==> src/rtl/store_pkg.sv <==
// Shared encodings and payload type for the MEM-stage store buffer.
package store_pkg;

  // Store opcodes as presented by the MEM stage.
  localparam logic [2:0] ST_SW  = 3'b000;
  localparam logic [2:0] ST_SWL = 3'b001;
  localparam logic [2:0] ST_SWR = 3'b010;
  localparam logic [2:0] ST_SH  = 3'b011;
  localparam logic [2:0] ST_SB  = 3'b100;

  // Byte-enable patterns; bit i enables the byte at word offset i.
  localparam logic [3:0] BE_NONE    = 4'b0000;
  localparam logic [3:0] BE_BYTE0   = 4'b0001;
  localparam logic [3:0] BE_LO_HALF = 4'b0011;
  localparam logic [3:0] BE_HI_HALF = 4'b1100;
  localparam logic [3:0] BE_ALL     = 4'b1111;

  // Lane-aligned write payload. The word address is kept separately by the
  // buffer because its width depends on the instance's ADDR_W.
  typedef struct packed {
    logic [31:0] wdata;
    logic [3:0]  be;
  } store_payload_t;

endpackage

==> src/rtl/store_lane_align.sv <==
// Combinational lane steering: turns a store opcode, the byte offset within
// the word and the register value into byte enables and lane-shifted data.
module store_lane_align
  import store_pkg::*;
(
  input  logic [2:0]  st_mode,
  input  logic [1:0]  a,
  input  logic [31:0] d,
  output logic [3:0]  be,
  output logic [31:0] wdata,
  output logic        illegal
);

  // Decode the opcode into lane enables and aligned data; misaligned or
  // unknown opcodes raise illegal and leave the lanes empty.
  always_comb begin
    // NOTE: every output gets a value before the case so no path leaves one
    // unassigned, which would otherwise infer a latch.
    be      = BE_NONE;
    wdata   = '0;
    illegal = 1'b0;
    case (st_mode)
      ST_SW: begin
        if (a == 2'b00) begin
          be    = BE_ALL;
          wdata = d;
        end else begin
          illegal = 1'b1;
        end
      end
      ST_SH: begin
        if (!a[0]) begin
          be    = a[1] ? BE_HI_HALF : BE_LO_HALF;
          wdata = a[1] ? {d[15:0], 16'h0000} : {16'h0000, d[15:0]};
        end else begin
          illegal = 1'b1;
        end
      end
      ST_SB: begin
        be    = BE_BYTE0 << a;
        wdata = {24'h000000, d[7:0]} << {a, 3'b000};
      end
      // SWL writes the most significant register bytes into the low lanes,
      // up to and including the addressed byte.
      ST_SWL: begin
        be    = BE_ALL >> (2'd3 - a);
        wdata = d >> {2'd3 - a, 3'b000};
      end
      // SWR writes the least significant register bytes into the addressed
      // byte and everything above it.
      ST_SWR: begin
        be    = BE_ALL << a;
        wdata = d << {a, 3'b000};
      end
      default: illegal = 1'b1;
    endcase
  end

endmodule

==> src/rtl/store_merge_buffer.sv <==
// In-order store buffer between the MEM stage and data memory: aligns each
// store, queues it, drains the head over req/ack and flags load hazards.
module store_merge_buffer
  import store_pkg::*;
#(
  parameter int DEPTH  = 2,
  parameter int ADDR_W = 32
) (
  input  logic              clk,
  input  logic              reset,
  input  logic              st_valid,
  output logic              st_ready,
  input  logic [2:0]        st_mode,
  input  logic [ADDR_W-1:0] st_addr,
  input  logic [31:0]       st_data,
  output logic              st_err,
  output logic [ADDR_W-1:0] err_addr,
  output logic              mem_req,
  output logic [ADDR_W-1:0] mem_addr,
  output logic [31:0]       mem_wdata,
  output logic [3:0]        mem_be,
  input  logic              mem_ack,
  input  logic [ADDR_W-1:0] ld_addr,
  output logic              ld_hazard,
  output logic              buf_empty
);

  localparam int PTR_W  = $clog2(DEPTH);
  localparam int CNT_W  = PTR_W + 1;
  localparam int WORD_W = ADDR_W - 2;

  typedef struct packed {
    logic [WORD_W-1:0] word;
    store_payload_t    payload;
  } entry_t;

  entry_t             buf_q [DEPTH];
  logic [PTR_W-1:0]   head_q;
  logic [PTR_W-1:0]   tail_q;
  logic [CNT_W-1:0]   count_q;
  logic               st_err_q;
  logic [ADDR_W-1:0]  err_addr_q;

  logic [3:0]         al_be;
  logic [31:0]        al_wdata;
  logic               al_illegal;
  logic               accept;
  logic               push;
  logic               pop;
  entry_t             head_e;
  logic [ADDR_W-1:0]  ld_word_addr;

  store_lane_align u_align (
    .st_mode (st_mode),
    .a       (st_addr[1:0]),
    .d       (st_data),
    .be      (al_be),
    .wdata   (al_wdata),
    .illegal (al_illegal)
  );

  // Handshake: illegal stores are consumed but never enqueued.
  assign st_ready  = (count_q != CNT_W'(DEPTH));
  assign buf_empty = (count_q == '0);
  assign accept    = st_valid && st_ready;
  assign push      = accept && !al_illegal;
  assign mem_req   = !buf_empty;
  assign pop       = mem_req && mem_ack;

  // Head payload drives memory straight from storage, so it stays stable
  // until the ack edge and the next entry follows without a bubble.
  assign head_e    = buf_q[head_q];
  assign mem_addr  = {head_e.word, 2'b00};
  assign mem_wdata = head_e.payload.wdata;
  assign mem_be    = head_e.payload.be;

  assign st_err    = st_err_q;
  assign err_addr  = err_addr_q;

  // Pointers, occupancy and the error report.
  always_ff @(posedge clk or negedge reset) begin
    if (!reset) begin
      head_q     <= '0;
      tail_q     <= '0;
      count_q    <= '0;
      st_err_q   <= 1'b0;
      err_addr_q <= '0;
    end else begin
      // NOTE: state registers use non-blocking assignment so every register
      // samples pre-edge values regardless of statement order.
      if (push) tail_q <= tail_q + 1'b1;
      if (pop)  head_q <= head_q + 1'b1;
      case ({push, pop})
        2'b10:   count_q <= count_q + 1'b1;
        2'b01:   count_q <= count_q - 1'b1;
        default: count_q <= count_q;
      endcase
      st_err_q <= accept && al_illegal;
      if (accept && al_illegal) err_addr_q <= st_addr;
    end
  end

  // Entry storage, written at the tail on every push.
  // NOTE: the storage array has no reset; count_q alone decides which entries
  // are live, so stale contents are never observed.
  always_ff @(posedge clk) begin
    if (push) begin
      buf_q[tail_q] <= '{word: st_addr[ADDR_W-1:2],
                         payload: '{wdata: al_wdata, be: al_be}};
    end
  end

  // Word-granular hazard: any live entry, including a head being acked this
  // cycle, whose word address matches the load. A store accepted in the same
  // cycle is not yet live and is not compared.
  assign ld_word_addr = ld_addr & ~ADDR_W'(3);

  always_comb begin
    ld_hazard = 1'b0;
    for (int i = 0; i < DEPTH; i++) begin
      logic [PTR_W-1:0] idx;
      idx = head_q + PTR_W'(i);
      if ((CNT_W'(i) < count_q) && ({buf_q[idx].word, 2'b00} == ld_word_addr)) begin
        ld_hazard = 1'b1;
      end
    end
  end

endmodule
==> config.mk <==
export PLATFORM = sky130hd
export DESIGN_NAME = store_merge_buffer
export DESIGN_NICKNAME = d
export VERILOG_FILES = /design/src/rtl/store_pkg.sv /design/src/rtl/store_lane_align.sv /design/src/rtl/store_merge_buffer.sv
export SDC_FILE = /design/constraint.sdc
export NUM_CORES = 1
export LEC_CHECK = 0
export CORE_ASPECT_RATIO = 1.1
export CORE_UTILIZATION = 50
export CTS_CLUSTER_SIZE = 24
export DETAILED_ROUTE_END_ITERATION = 7
export PLACE_DENSITY = 0.78
export SLEW_MARGIN = 20
export SYNTH_ARGS = -nofsm -noshare
export SYNTH_HDL_FRONTEND = slang
export SYNTH_HIERARCHICAL = 1
export SYNTH_SLANG_ARGS = --single-unit
export TNS_END_PERCENT = 30
==> constraint.sdc <==
create_clock -name clk -period 5.3 [get_ports clk]
set_clock_uncertainty 0.1 [all_clocks]
set_input_delay 1.06 -clock clk [delete_from_list [all_inputs] [get_ports clk]]
set_output_delay 1.06 -clock clk [all_outputs]
set_load 0.05 [all_outputs]
==> results of run 1 <==
[per-layer routing]
metal,vias up,track usage,wire length [um]
met5,-,0,0
met4,0,0.0991,648
met3,39,0.0550,1740
met2,309,0.452,11500
met1,3164,0.338,9430
li1,2962,-,-
[how the worst max path moves through the flow]
stage	start	to	slack, ns	depth (start not counted)
floorplan	st_addr[0]	buf_q[0][0]	-0.26	9
global placement	ld_addr[10]	ld_hazard	0.53	7
detailed placement	ld_addr[10]	ld_hazard	0.53	7
CTS	head_q	ld_hazard	0.50	7
global route	head_q	ld_hazard	0.31	7
finish	ld_addr[10]	ld_hazard	0.51	7
[cell type report]
type | instances | area (um2) | area share
Tap cell | 234 | 293 | 0.0254
Inverter | 22 | 82.6 | 0.00718
Clock inverter | 12 | 116 | 0.0101
Timing Repair Buffer | 215 | 2140 | 0.186
Clock buffer | 20 | 468 | 0.0407
Sequential cell | 169 | 4890 | 0.425
Multi-Input combinational cell | 465 | 3510 | 0.305
[worst max-delay path: stages]
cell and delay [ns]:
clkdlybuf4s50_1 0.49, xor2_1 0.19, or4_1 0.54, nor4_1 0.30
nand4_1 0.12, o21ai_1 0.11, clkdlybuf4s50_1 0.81
[synthesized netlist by cell type, drive strengths merged (5+ instances only)]
cell / n
nor2b: 6
dfrtp: 37
nand3: 8
xnor2: 48
clkbuf: 7
nor2: 12
a32o: 9
nand2b: 18
nor4: 10
o21ai: 6
nand2: 111
a221o: 15
o22ai: 11
xor2: 17
edfxtp: 132
mux2i: 49
mux2: 67
inv: 22
o32ai: 5
nand4: 15
buf: 33
[sequential cells by signal (all words and copies together), names as in the netlist]
signal,flops
st_err,1
buf_q,132
count_q,2
tail_q,1
head_q,1
err_addr,32
[through the flow]
stage               cell area [um2]  std cells  setup TNS [ns]  hold WS [ns]  utilization
finish                        11500       1137               0         0.375        0.676
global route                  11500       1137               0         0.386        0.676
CTS                           11500       1137               0         0.378        0.676
detailed placement            10900       1105               0         0.362        0.642
global placement              10900       1105               0         0.356        0.642
floorplan                      8690        696          -34.49         0.368            -
[power groups by stage]
stage / Sequential [uW] / Combinational, uW / Clock (uW)
2_1_floorplan: 2170 / 1690 / 0
3_3_place_gp: 1850 / 2910 / 0
3_5_place_dp: 1870 / 2940 / 0
4_1_cts: 1840 / 2950 / 1220
5_1_grt: 1870 / 3070 / 1280
6_report: 1840 / 2940 / 1210
[logic make-up after synthesis]
kind of cell    after synthesis  share of synthesized area
buf+inv                      62                     0.0342
other cells                   1                   0.000432
mux                         116                      0.144
fa+ha+maj                     4                    0.00576
simple gates                201                      0.113
xor+xnor                     65                     0.0656
flops                       169                      0.563
compound gates               77                     0.0735
==> parameters.txt, run 1 <==
Parameter                              Value

Layout
  Leading cell type in the layout, fill and taps excluded    clkdlybuf4s50_1
  Commonest non-fill, non-tap cells in the layout    201 x clkdlybuf4s50_1, 132 x edfxtp_1, 111 x nand2_1, 65 x mux2_2, 49 x mux2i_1
  Total number of nets in the final design    ~1000
  Diode insertion count for antenna repair    0
  Area overhead of the layout relative to synthesis    32.5%
  Ratio of cells with drive above 1 in the final layout    0.132
  Fillcell total    about 1300

CTS
  Root Driver    clkbuf_16
  Maximum buffer depth of the clock tree    2
  CTS tree    done
  Clk_lat worst skew    0.42 ns
  Count of cells resized by post-cts repair    0
  Clock Pin Slew Worst Setup and Hold Paths    roughly 0.060 ns
  H-tree level count    4
  Post-CTS setup repair buffer count    0
  Hold bufs inserted after CTS    0
  Total CTS buffers    17
  Clock sinks    approximately 170

Synth
  Cell accounting for the most synthesized area    edfxtp_1
  Post-synthesis average cell area    12.5 um2
  Proportion of netlist area held by the largest area contributor    0.457
  Sequential share of the synthesized area    0.563
  Async set or reset register ratio after synthesis    0.219
  Synth Cell Area    about 8700 um2
  Number of enable flip-flop cells after synthesis    approximately 130
  Gate Count Post-Synth    just under 700
  #FFs+latches synth    ~170
  Number of warnings issued by yosys    6
  Biggest area contributors in the synthesized netlist    edfxtp_1 46%, dfrtp_1 11%, mux2_2 8.4%, mux2i_1 5.6%, xnor2_1 4.8%
  Flip-flop cell with the highest count after synthesis    edfxtp_1
  Number of distinct library cells after synthesis    57

Routing
  DRC violation count after routing    0
  1st-pass router iterations    6
  Vias per inst    ~5.7
  Post-DRT Antenna Nets    0
  Total Routed Length    between 20000 and 25000 um
  Initial DRC Count    between 700 and 800
  Wire length per cell after detailed routing    about 20 um
  Total via count after detailed routing    about 6500

Power
  Sw Pwr    2520 uW
  Power density cells    approximately 520 nW/um2
  Clock group share of total power    0.203
  Cell-internal power    about 3500 uW
  Reg power frac    0.307
  Peak supply drop    0.280 mV
  Sw frac    0.421
  Proportion of power drawn by combinational gates    0.490
  Leakage    around 0.0043 uW
  Final total power    approximately 6000 uW

Critical path
  Critical Path Start Type    primary input
  Classification of the worst setup path    in2out
  Reg2reg start    count_q[0]
  Reg-to-Reg End    buf_q[1][19]
  Setup crit end kind    primary output
  Required time of the critical path    4.14 ns
  Internal reg-to-reg setup slack    about 2.9 ns
  Arrival time of data at the critical path endpoint    between 3 and 4 ns
  Worst Reg-to-Reg Cells    6
  Highest net fanout along the worst path    2

Timing
  Final hold violation count    0
  Final critical path time including I/O delays and setup    approximately 4.8 ns
  Setup slack of the critical path after layout    0.508 ns
  Achievable Freq    209 MHz
  Total of endpoints with negative setup slack in the final report    0
  Final period util    0.904
  Final Max Tran Viols    0
  Worst slew margin relative to its limit    0.246
  Worst Tran Pin Value    approximately 1.1 ns
  RSZ-0062 raised after global routing    no

GRT
  Vias in the first global route    ~6500
  Global-route wire length before repair    about 36000 um
  Initial antenna violation count    0
  Maximum number of pins on one net before global-route repair    55
  Global route total overflow    0
  Total global-route track usage    0.267

Placed design
  Routability Congestion    0.916
  Port buffer count    203
  Placement Setup Slack    between 0.5 and 0.6 ns
  Detailed-placement wirelength estimate    roughly 17000 um

Floorplan
  Initial core utilization    0.510
  CORE AREA    between 15000 and 20000 um2
  Die area    around 18000 um2
  Number of placement rows    50
  Number of top-level design ports    about 210
  Horiz. Die Dim    between 100 and 150 um
  Die height    roughly 140 um

Min path
  Endpoint, Worst Hold    err_addr[26]
  Classification of the worst-slack hold path    reg2reg
  Min-Delay Path Depth    2
  HP Start    err_addr[26]

Run status
  Result of the run    finished clean

Job
  Number of maximum-capacitance constraint violations    0
No activity file was read; power rests on OpenSTA's default activity.
==> run 2: changes to the inputs <==
CORE_MARGIN = 1   (was not set)
==> results of run 2 <==
Final layout, timing and power as in run 1 (identical DEF).
==> run 3: changes to the inputs <==
CAP_MARGIN = 30   (was not set)
==> parameters.txt, run 3 (synthesis gave the netlist of run 1 again) <==
Parameter                              Value

Critical path
  WP buf/inv    2 (unchanged)
  Crit-path leading delay family    buffers and inverters
  Cell with the biggest individual delay on the critical path    clkdlybuf4s50_1
  Required time of the critical path    4.14 ns (about the same)
  Crit path cell chain    buf_12 -> mux2i_1 -> xor2_1 -> nand2_1 -> nor4_1 -> nand4_1 -> o21ai_1 -> clkdlybuf4s50_1
  Classification of the worst setup path    reg2out
  Arrival time of data at the critical path endpoint    3.68 ns (+0.05 ns)
  Setup crit end kind    primary output
  Critical Path Start Type    flip-flop
  Critical Path Max Stage Delay    0.82 ns (about the same)
  Highest net fanout along the worst path    54 (+52)

Routing
  DRC violation count after routing    0 (unchanged)
  Total via count after detailed routing    6475 (+0.015%)
  Total Routed Length    23300 um (about the same)
  Post-DRT Antenna Nets    0 (unchanged)
  Wire length per cell after detailed routing    20.5 um (-0.12%)
  Vias per inst    5.68 (-0.16%)
  1st-pass router iterations    5 (-1)
  Initial DRC Count    632 (-13%)

Placed design
  Detailed-placement wirelength estimate    16600 um (about the same)
  Routability Congestion    0.916 (unchanged)
  Port buffer count    203 (unchanged)
  Count of placed standard cells including taps    1106 (+0.090%)
  Cell area after placement    10900 um2 (+0.10%)
  Placement Setup Slack    0.565 ns (+0.0345 ns)

Layout
  Post-route standard cell area excluding fillers    11600 um2 (+0.89%)
  Flip-flop count of the largest register, all copies and words added    132 (unchanged)
  Total number of nets in the final design    999 (+0.20%)
  Area overhead of the layout relative to synthesis    33.7%
  Ratio of cells with drive above 1 in the final layout    0.134 (+0.00192)
  Number of non-filler instances in the completed layout    1139 (+0.18%)
  Commonest non-fill, non-tap cells in the layout    201 x clkdlybuf4s50_1, 132 x edfxtp_1, 111 x nand2_1, 65 x mux2_2, 49 x mux2i_1
  Leading cell type in the layout, fill and taps excluded    clkdlybuf4s50_1
  Fillcell total    1255 (-0.16%)
  Diode insertion count for antenna repair    0 (unchanged)
  Register name with the most flops    buf_q

Timing
  RSZ-0062 raised after global routing    no
  Worst slew margin relative to its limit    0.426 (+0.179)
  Final hold violation count    0 (unchanged)
  Final period util    0.912 (+0.00833)
  Worst Tran Pin Value    0.850 ns (-0.276 ns)
  Setup slack of the critical path after layout    0.464 ns (-0.0442 ns)
  Achievable Freq    207 MHz (-0.91%)
  Hold_ws    0.374 ns (-0.000395 ns)
  Final critical path time including I/O delays and setup    4.84 ns (+0.0442 ns)
  Total of endpoints with negative setup slack in the final report    0 (unchanged)
  Final Max Tran Viols    0 (unchanged)
  Setup_tns    0 ns (unchanged)

Floorplan
  Horiz. Die Dim    128 um (unchanged)
  CORE AREA    17000 um2 (unchanged)
  Number of placement rows    50 (unchanged)
  Initial core utilization    0.510 (unchanged)
  Die height    140 um (unchanged)
  Number of top-level design ports    208 (unchanged)
  Die area    17900 um2 (unchanged)

CTS
  Hold bufs inserted after CTS    0 (unchanged)
  Count of cells resized by post-cts repair    0 (unchanged)
  CTS tree    done
  Maximum buffer depth of the clock tree    2 (unchanged)
  Clock sinks    169 (unchanged)
  Clk_lat worst skew    0.42 ns (about the same)
  Clock Pin Slew Worst Setup and Hold Paths    0.06 ns (about the same)
  Post-CTS setup repair buffer count    0 (unchanged)
  H-tree level count    4 (unchanged)
  Total CTS buffers    17 (unchanged)
  Root Driver    clkbuf_16

Power
  Leakage    0.00440 uW (+1.3%)
  Peak supply drop    0.260 mV (-7.1%)
  Power density cells    529 nW/um2 (+1.5%)

GRT
  Global route total overflow    0 (unchanged)
  Initial antenna violation count    0 (unchanged)
  Vias in the first global route    6572 (+0.97%)
  Total global-route track usage    0.268 (+0.000673)
  Global-route wire length before repair    36200 um (+0.71%)
  Maximum number of pins on one net before global-route repair    55 (unchanged)

Min path
  Classification of the worst-slack hold path    reg2reg

Run status
  Result of the run    finished clean

Job
  Number of maximum-capacitance constraint violations    0 (unchanged)
-- run 3: layout make-up --
| type | count | area, um2 | share of cell area |
|---|---|---|---|
| Clock buffer | 20 | 468 | 0.0403 |
| Clock inverter | 12 | 188 | 0.0162 |
| Inverter | 22 | 82.6 | 0.00711 |
| Multi-Input combinational cell | 465 | 3510 | 0.303 |
| Sequential cell | 169 | 4890 | 0.422 |
| Tap cell | 234 | 293 | 0.0252 |
| Timing Repair Buffer | 217 | 2170 | 0.187 |
-- run 3: per-layer routing --
metal,vias to the layer above,routed length (um),global-route usage
met4,0,451,0.0817
met5,-,0,0
met1,3209,9490,0.340
met2,278,11700,0.462
met3,26,1680,0.0523
li1,2962,-,-
-- run 3: worst min-delay path, cell delays in order, from the launching register on --
cell and delay [ns]:
dfrtp_1 0.34, nand2_1 0.05, nand2_1 0.05
-- run 3: power by group --
part           internal [uW]  switching [uW]  total [uW]
sequential              1700             144        1840
clock                    837             513        1350
combinational           1080            1860        2940
-- run 3: per-stage QoR --
step | total power, uW | utilization
6_report | 6140 | 0.682
5_1_grt | 6370 | 0.682
4_1_cts | 6170 | 0.681
3_5_place_dp | 4810 | 0.642
3_3_place_gp | 4770 | 0.642
2_1_floorplan | 3870 | -
-- run 3: final timing paths --
check / start / endpoint / slack, ns / cells past startpoint
max in group asynchronous: reset / head_q / 4.24 / 2
worst max-delay path: head_q / ld_hazard / 0.46 / 8
worst min register to register: err_addr[8] / err_addr[8] / 0.37 / 2
worst min-delay path: err_addr[8] / err_addr[8] / 0.37 / 2
worst max register to register: count_q[0] / buf_q[1][28] / 2.87 / 6
min in group asynchronous: reset / err_addr[28] / 0.39 / 1
